File: src/rtl/arb_pkg.sv
// Shared constants, FSM state type and round-robin search helper for decoder_rr_arbiter.
package arb_pkg;

  localparam int N            = 8;
  localparam int IDX_W        = 3;
  localparam int MAX_HOLD_DEF = 16;

  typedef enum logic [1:0] {
    IDLE    = 2'd0,
    GRANT   = 2'd1,
    RELEASE = 2'd2
  } arb_state_e;

  // First set bit of req searching ptr, ptr+1, ... wrapping; callers only use it when req != 0.
  function automatic logic [IDX_W-1:0] rr_pick(input logic [N-1:0]     req,
                                               input logic [IDX_W-1:0] ptr);
    logic [IDX_W-1:0] k;
    logic             found;
    rr_pick = ptr;
    found   = 1'b0;
    for (int i = 0; i < N; i++) begin
      k = ptr + IDX_W'(i);
      if (!found && req[k]) begin
        rr_pick = k;
        found   = 1'b1;
      end
    end
  endfunction

endpackage

File: src/rtl/decoder_rr_arbiter_onehot_decoder3to8.sv
// Gate-level 3-to-8 one-hot decoder with enable; drives the arbiter chip-selects.
module onehot_decoder3to8 (
  input  logic       en,
  input  logic [2:0] idx,
  output logic [7:0] out
);

  assign out[0] = en & ~idx[2] & ~idx[1] & ~idx[0];
  assign out[1] = en & ~idx[2] & ~idx[1] &  idx[0];
  assign out[2] = en & ~idx[2] &  idx[1] & ~idx[0];
  assign out[3] = en & ~idx[2] &  idx[1] &  idx[0];
  assign out[4] = en &  idx[2] & ~idx[1] & ~idx[0];
  assign out[5] = en &  idx[2] & ~idx[1] &  idx[0];
  assign out[6] = en &  idx[2] &  idx[1] & ~idx[0];
  assign out[7] = en &  idx[2] &  idx[1] &  idx[0];

endmodule

File: src/rtl/decoder_rr_arbiter.sv
// Eight-way round-robin arbiter with registered owner index and decoded one-hot grant.
// Define ARB_TIMEOUT_EN to add a hold counter that revokes a grant after MAX_HOLD cycles.
//
// state   | meaning
// IDLE    | no owner; arbitrate from ptr on the sampled req
// GRANT   | owner grant_idx holds the resource
// RELEASE | one-cycle turnaround, ptr moves past the last owner
module decoder_rr_arbiter
  import arb_pkg::*;
  #(parameter int unsigned MAX_HOLD = MAX_HOLD_DEF)
  (
  input  logic             clk,
  input  logic             rst_n,
  input  logic [N-1:0]     req,
  output logic [N-1:0]     grant,
  output logic [IDX_W-1:0] grant_idx,
  output logic             grant_valid,
  output logic             timeout
);

  arb_state_e       state_q;
  logic [IDX_W-1:0] ptr_q;
  logic [IDX_W-1:0] idx_q;
  logic [IDX_W-1:0] idx_d;
  logic             valid_q;

  assign idx_d = rr_pick(req, ptr_q);

`ifdef ARB_TIMEOUT_EN
  localparam int HOLD_W = $clog2(MAX_HOLD + 1);

  logic [HOLD_W-1:0] hold_q;
  logic              timeout_q;

  always_ff @(posedge clk or negedge rst_n) begin
    if (!rst_n) begin
      state_q   <= IDLE;
      ptr_q     <= '0;
      idx_q     <= '0;
      valid_q   <= 1'b0;
      hold_q    <= '0;
      timeout_q <= 1'b0;
    end else begin
      timeout_q <= 1'b0;
      case (state_q)
        IDLE: begin
          if (|req) begin
            idx_q   <= idx_d;
            valid_q <= 1'b1;
            hold_q  <= '0;
            state_q <= GRANT;
          end
        end
        GRANT: begin
          if (!req[idx_q]) begin
            valid_q <= 1'b0;
            state_q <= RELEASE;
          end else if (hold_q == HOLD_W'(MAX_HOLD - 1)) begin
            // this cycle is the MAX_HOLD-th granted cycle: revoke while still requested
            hold_q    <= hold_q + 1'b1;
            valid_q   <= 1'b0;
            timeout_q <= 1'b1;
            state_q   <= RELEASE;
          end else begin
            hold_q <= hold_q + 1'b1;
          end
        end
        RELEASE: begin
          ptr_q   <= idx_q + 1'b1;
          state_q <= IDLE;
        end
        default: begin
          valid_q <= 1'b0;
          state_q <= IDLE;
        end
      endcase
    end
  end

  assign timeout = timeout_q;
`else
  always_ff @(posedge clk or negedge rst_n) begin
    if (!rst_n) begin
      state_q <= IDLE;
      ptr_q   <= '0;
      idx_q   <= '0;
      valid_q <= 1'b0;
    end else begin
      case (state_q)
        IDLE: begin
          if (|req) begin
            idx_q   <= idx_d;
            valid_q <= 1'b1;
            state_q <= GRANT;
          end
        end
        GRANT: begin
          if (!req[idx_q]) begin
            valid_q <= 1'b0;
            state_q <= RELEASE;
          end
        end
        RELEASE: begin
          ptr_q   <= idx_q + 1'b1;
          state_q <= IDLE;
        end
        default: begin
          valid_q <= 1'b0;
          state_q <= IDLE;
        end
      endcase
    end
  end

  assign timeout = 1'b0;
`endif

  assign grant_idx   = idx_q;
  assign grant_valid = valid_q;

  onehot_decoder3to8 u_dec (
    .en  (valid_q),
    .idx (idx_q),
    .out (grant)
  );

endmodule

File: config.mk
export PLATFORM = sky130hd
export DESIGN_NAME = decoder_rr_arbiter
export DESIGN_NICKNAME = d
export VERILOG_FILES = /design/src/rtl/arb_pkg.sv /design/src/rtl/decoder_rr_arbiter_onehot_decoder3to8.sv /design/src/rtl/decoder_rr_arbiter.sv
export SDC_FILE = /design/constraint.sdc
export NUM_CORES = 1
export LEC_CHECK = 0
export CELL_PAD_IN_SITES_DETAIL_PLACEMENT = 1
export CELL_PAD_IN_SITES_GLOBAL_PLACEMENT = 1
export CORE_ASPECT_RATIO = 0.9
export CORE_MARGIN = 2
export CORE_UTILIZATION = 30
export DETAILED_ROUTE_END_ITERATION = 10
export PLACE_DENSITY = 0.6
export REMOVE_ABC_BUFFERS = 1
export SYNTH_ARGS = -nofsm -noshare
export SYNTH_HDL_FRONTEND = slang
export SYNTH_SLANG_ARGS = --single-unit
File: constraint.sdc
create_clock -name clk -period 3.4 [get_ports clk]
set_input_delay 1.02 -clock clk [delete_from_list [all_inputs] [get_ports clk]]
set_output_delay 1.02 -clock clk [all_outputs]
set_load 0.01 [all_outputs]
Yosys cells after proc, flatten, opt, wreduce, memory -nomap -nowiden
Cells that the tools add are included.

operators by class
  bitwise operators = 18
  add/sub/neg operators = 8
  reduce and logical (&&, ||, !) cells = 19
  magnitude comparators = 9
  multiplexer cells = 38
  equal/unequal tests = 4

operator list
  operator               number
  $lt A3 B4 Y1 const B   9
  $bmux W1 S3            9
  $mux W3                7
  $mux W1                18
  $and A1 B1 Y1          14
  $add A3 B3 Y3 const B  4
  $reduce_or A8 Y1       1
  $logic_and A1 B1 Y1    7
  $logic_not A1 Y1       7
  $add A3 B1 Y3 const B  2
  $add A3 B2 Y3 const B  2
  $mux W2                2
  $ne A2 B2 Y1 const B   2
  $not A1 Y1             4
  $pmux W2 S2            1
  $reduce_and A2 Y1      2
  $pmux W1 S3            1
  $reduce_and A3 Y1      1
  $eq A2 B1 Y1 const B   1
  $eq A2 B2 Y1 const B   1
  $logic_not A2 Y1       1

word-level totals
  bits of input ports = 10
  logic and storage cells = 100
  bits in registers = 9

Logic depth before layout (Yosys ltp)
  word-level depth = 24
  depth in mapped cells = 13

Hierarchy
Synthesis repeated with hierarchy kept, for this count alone.

unflattened totals
  cell total of the unflattened synthesis = 137
  area, all modules = 1421.4 um^2

by module, submodules not included
  module              sequential area each (um^2)  area each (um^2)  instances  cells each
  decoder_rr_arbiter  225.2                        1326.3            1          129
  onehot_decoder3to8  0.0                          95.1              1          8

Worst setup path before layout
OpenSTA, ideal clock, no wires.

  path type = register to register
  start point = reg ptr_q[1]
  end point = reg idx_q[1], in the netlist grant_idx[1]
  clock period less this slack = 3.108 ns
  setup time = 0.136 ns
  required time = 3.264 ns
  stages on the path, launching flop included = 12
  slack = 0.292 ns
  data arrival time = 2.973 ns
  cells stage by stage = dfrtp_1 buf_6 clkbuf_1 inv_1 ha_1 mux4_2 nand2_1 or4b_4 a2111oi_4 nand2_1 o2111ai_1 o211ai_1

on the way
  longest elaborated chain between the ends = 24
  elaborated cells on any way between the ends = 51

RTL lines
  what                                                                    line                       source
  start: declaration                                                      decoder_rr_arbiter.sv:22   logic [IDX_W-1:0] ptr_q;
  start signal: assignment                                                decoder_rr_arbiter.sv:104  ptr_q <= idx_q + 1'b1;
  parallel branches: the longest is 23 deep, another holds $add A3 B1 Y3  --
  $mux W3 *                                                               arb_pkg.sv:23              if (!found && req[k]) begin
  end signal: assignment                                                  decoder_rr_arbiter.sv:92   idx_q <= idx_d;
  end: declaration                                                        decoder_rr_arbiter.sv:23   logic [IDX_W-1:0] idx_q;

Mark *: on every way between the ends. The select of a mux whose other input is x is not followed.
A chain may end at the register's enable or synchronous reset.

Final worst setup path
  start point = in req[3]
  end point = reg idx_q[1], in the netlist grant_idx[1]

on the way
  longest elaborated chain between the ends = 24
  elaborated cells on any way between the ends = 46

RTL lines
  what                           line                      source
  start: declaration             decoder_rr_arbiter.sv:14  input logic [N-1:0] req,
  $bmux W1 S3                    arb_pkg.sv:23
  $mux W1 (not written as such)  arb_pkg.sv:23
  $mux W1                        arb_pkg.sv:23
  $logic_not A1 Y1               arb_pkg.sv:23
  $logic_and A1 B1 Y1            arb_pkg.sv:23
  $mux W1                        arb_pkg.sv:23
  $logic_not A1 Y1               arb_pkg.sv:23
  $logic_and A1 B1 Y1            arb_pkg.sv:23
  [... 8 more ...]               --
  $logic_and A1 B1 Y1            arb_pkg.sv:23
  $mux W1                        arb_pkg.sv:23
  $logic_not A1 Y1               arb_pkg.sv:23
  $logic_and A1 B1 Y1            arb_pkg.sv:23
  $mux W1                        arb_pkg.sv:23
  $logic_not A1 Y1               arb_pkg.sv:23
  $logic_and A1 B1 Y1            arb_pkg.sv:23
  $mux W3                        arb_pkg.sv:23

Several ways; a longest one is shown, not always the timed one. The select of a mux whose other input is x is not followed.

==> results.sh <==
export IMPL_ys_types=59
export IMPL_clock_fmax_mhz=309
export IMPL_synth_compound_area_share_pct=18.7
export IMPL_synthAdderAreaFrac_pct=2.12
export IMPL_ys_warn_count=0
export IMPL_core_um2=5690
export IMPL_routedWlPerCell_um=18.6
export IMPL_synth_seq_cells=9
export IMPL_fin_skew_ps=1.40
export IMPL_final_cell_count_no_fill=288
export IMPL_drive_above_1_share_pct=36.2
export IMPL_ys_flop_type="dfrtp_1"
export IMPL_period_share_pct=95.3
export IMPL_ys_seq_area_share_pct=12.7
export IMPL_ant_nets=0
export IMPL_min_path_type="reg -> reg"
export IMPL_cts_root_buf="clkbuf_8"
export IMPL_grt_pass1_vias=1804
export IMPL_clk_pin_slew_ps=50
export IMPL_via_per_inst=5.72
export IMPL_arrival_ps=3340
export IMPL_die_w_um=85.0
export IMPL_crit_type="in -> reg"
export IMPL_grt_pass1_wl_um=9280
export IMPL_endpoint_kind="register"
export IMPL_synth_simple_area_share_pct=18.2
export IMPL_required_ps=3500
export IMPL_fill_cells=643
export IMPL_synthTopCellsByArea="mux4_2, dfrtp_1, mux2i_1"
export IMPL_cts_resized_gates=0
export IMPL_critPathMaxFanout=5
export IMPL_synth_top_family_by_area="multiplexers"
export IMPL_dpl_hpwl_um=4310
export IMPL_powerDensity_nw_per_um2=1100
export IMPL_drc=0
export IMPL_cts_buffers=3
export IMPL_num_rows=26
export IMPL_period_minus_slack_ps=3240
export IMPL_nets=232
export IMPL_min_path_cells=1
export IMPL_hold_buffers=0
export IMPL_fin_hold_ws_ps=550
export IMPL_grt_max_degree=22
export IMPL_r2r_cells=9
export IMPL_postCtsSetupBuffers=0
export IMPL_synthMostInstantiatedCell="mux4_2"
export IMPL_synth_xor_area_share_pct=2.40
export IMPL_yosys_area_top_type="mux4_2"
export IMPL_design_die_area_um2=6530
export IMPL_dieHeight_um=76.9
export IMPL_startpoint="req[3]"
export IMPL_setup_violations=0
export IMPL_antenna_found_initial=0
export IMPL_slew_headroom_pct=54.1
export IMPL_dp_slack_ps=-108
export IMPL_p_total_mw=2.47
export IMPL_h_tree_depth=1
export IMPL_async_flop_share_pct=100
export IMPL_synth_edf_count=0
export IMPL_netlist_area_um2=1770
export IMPL_vias=1646
export IMPL_drv_cap=0
export IMPL_synth_top_area_share_pct=22.9
export IMPL_clock_path_buffers=2
export IMPL_dp_cells=284
export IMPL_grt_setup_unrepaired="false"
export IMPL_hold_viol=0
export IMPL_final_max_slew_viol_count=0
export IMPL_clock_latency_ps=230
export IMPL_diodes=0
export IMPL_leakage_nw=0.865
export IMPL_wirelength_um=5350
export IMPL_syn_inst=180
export IMPL_firstDrtPassIters=4
export IMPL_synth_common_cells="mux4_2, nand2_1, clkbuf_1"
export IMPL_r2r_start="ptr_q[0]"
export IMPL_start_util_pct=31.1
export IMPL_ios=23
export IMPL_status="finished clean"
export IMPL_startpoint_type="primary input"
export IMPL_grt_overflow=0
export IMPL_cts_sinks=9
export IMPL_syn_to_final_growth_pct=26.6
export IMPL_setup_slack_ps=161
export IMPL_ir_drop_mv=0.544
export IMPL_drt_iter0_markers=81
export IMPL_grt_usage_pct=17.4
export IMPL_synth_area_per_cell_um2=9.84
export IMPL_cts_tree="yes"
export IMPL_holdCritStartpoint="grant_valid"
export IMPL_finalWeightedCongestion=0.859
export IMPL_port_buffer_count=21
export IMPL_synth_mux_area_share_pct=37.0
export IMPL_worst_pin_slew_ps=689
## critical path: stages
cell,delay [ps]
clkdlybuf4s50_1,510
mux4_2,540
buf_4,170
nor2_1,160
a22oi_4,140
a2111oi_4,400
nand2_1,130
o2111ai_1,130
o211ai_1,120
## placed cells by master, fill, tap and decap left out, drive strengths merged, types with 4 or more instances in the layout
cell / synthesis / routed
nor3: 5 / 5
mux4: 20 / 20
nand3: 4 / 4
mux2i: 11 / 11
mux2: 4 / 4
o21ai: 11 / 11
nand2b: 11 / 11
clkdlybuf4s50: 0 / 21
dfrtp: 9 / 9
a21oi: 10 / 10
nand2: 16 / 16
inv: 6 / 6
clkbuf: 11 / 4
buf: 10 / 34
nor2: 9 / 9
## metal layers
metal  part of all wire, %  up-vias  track usage [%]
li1                      -      761                -
met1                    44      842             22.6
met2                    53       39             30.9
met3                   2.7        4             1.72
met4                  0.47        0             3.97
met5                     0        -                0
## final timing paths
check	to	slack [ps]
hold reg to reg	grant_valid	550
hold / removal	grant_valid	550
setup reg to reg	grant_idx[1]	390
setup / recovery	grant_idx[1]	160
min in group asynchronous	grant_idx[0]	1100
max in group asynchronous	ptr_q[1]	2010
## state kept, by name, summed over array words and instances (netlist names)
signal	count
grant_idx	3
ptr_q	3
state_q	2
grant_valid	1
## power by group
part | internal [mW] | switching, mW | leakage [nW]
registers | 0.159 | 0.109 | 0.112
logic | 1.05 | 1.03 | 0.730
clock network | 0.0818 | 0.0431 | 0.0228
total | 1.29 | 1.19 | 0.865
## per-stage QoR
stage	utilization [%]	cell area [um^2]	setup TNS [ps]
after floorplan	-	1640	-902
after global placement	38.5	2190	-2.39
after detailed placement	38.5	2190	-249
after CTS	39.3	2240	0
after global routing	39.4	2240	0
final	39.4	2240	0
## final cells by class
type | count | area [um^2] | share of cell area [%]
Tap cell | 70 | 87.6 | 3.91
Timing Repair Buffer | 55 | 465 | 20.8
Multi-Input combinational cell | 144 | 1400 | 62.3
Inverter | 6 | 22.5 | 1.01
Clock buffer | 4 | 45.0 | 2.01
Sequential cell | 9 | 225 | 10.1
## cells by family (layout without fill, tap and decap cells)
group / Yosys count / count (layout)
fa+ha+maj: 3 / 3
mux: 35 / 35
flops: 9 / 9
simple gates: 58 / 58
buf+inv: 27 / 65
xor+xnor: 4 / 4
compound gates: 43 / 43
other cells: 1 / 1
(Power assumes the default switching activity.)
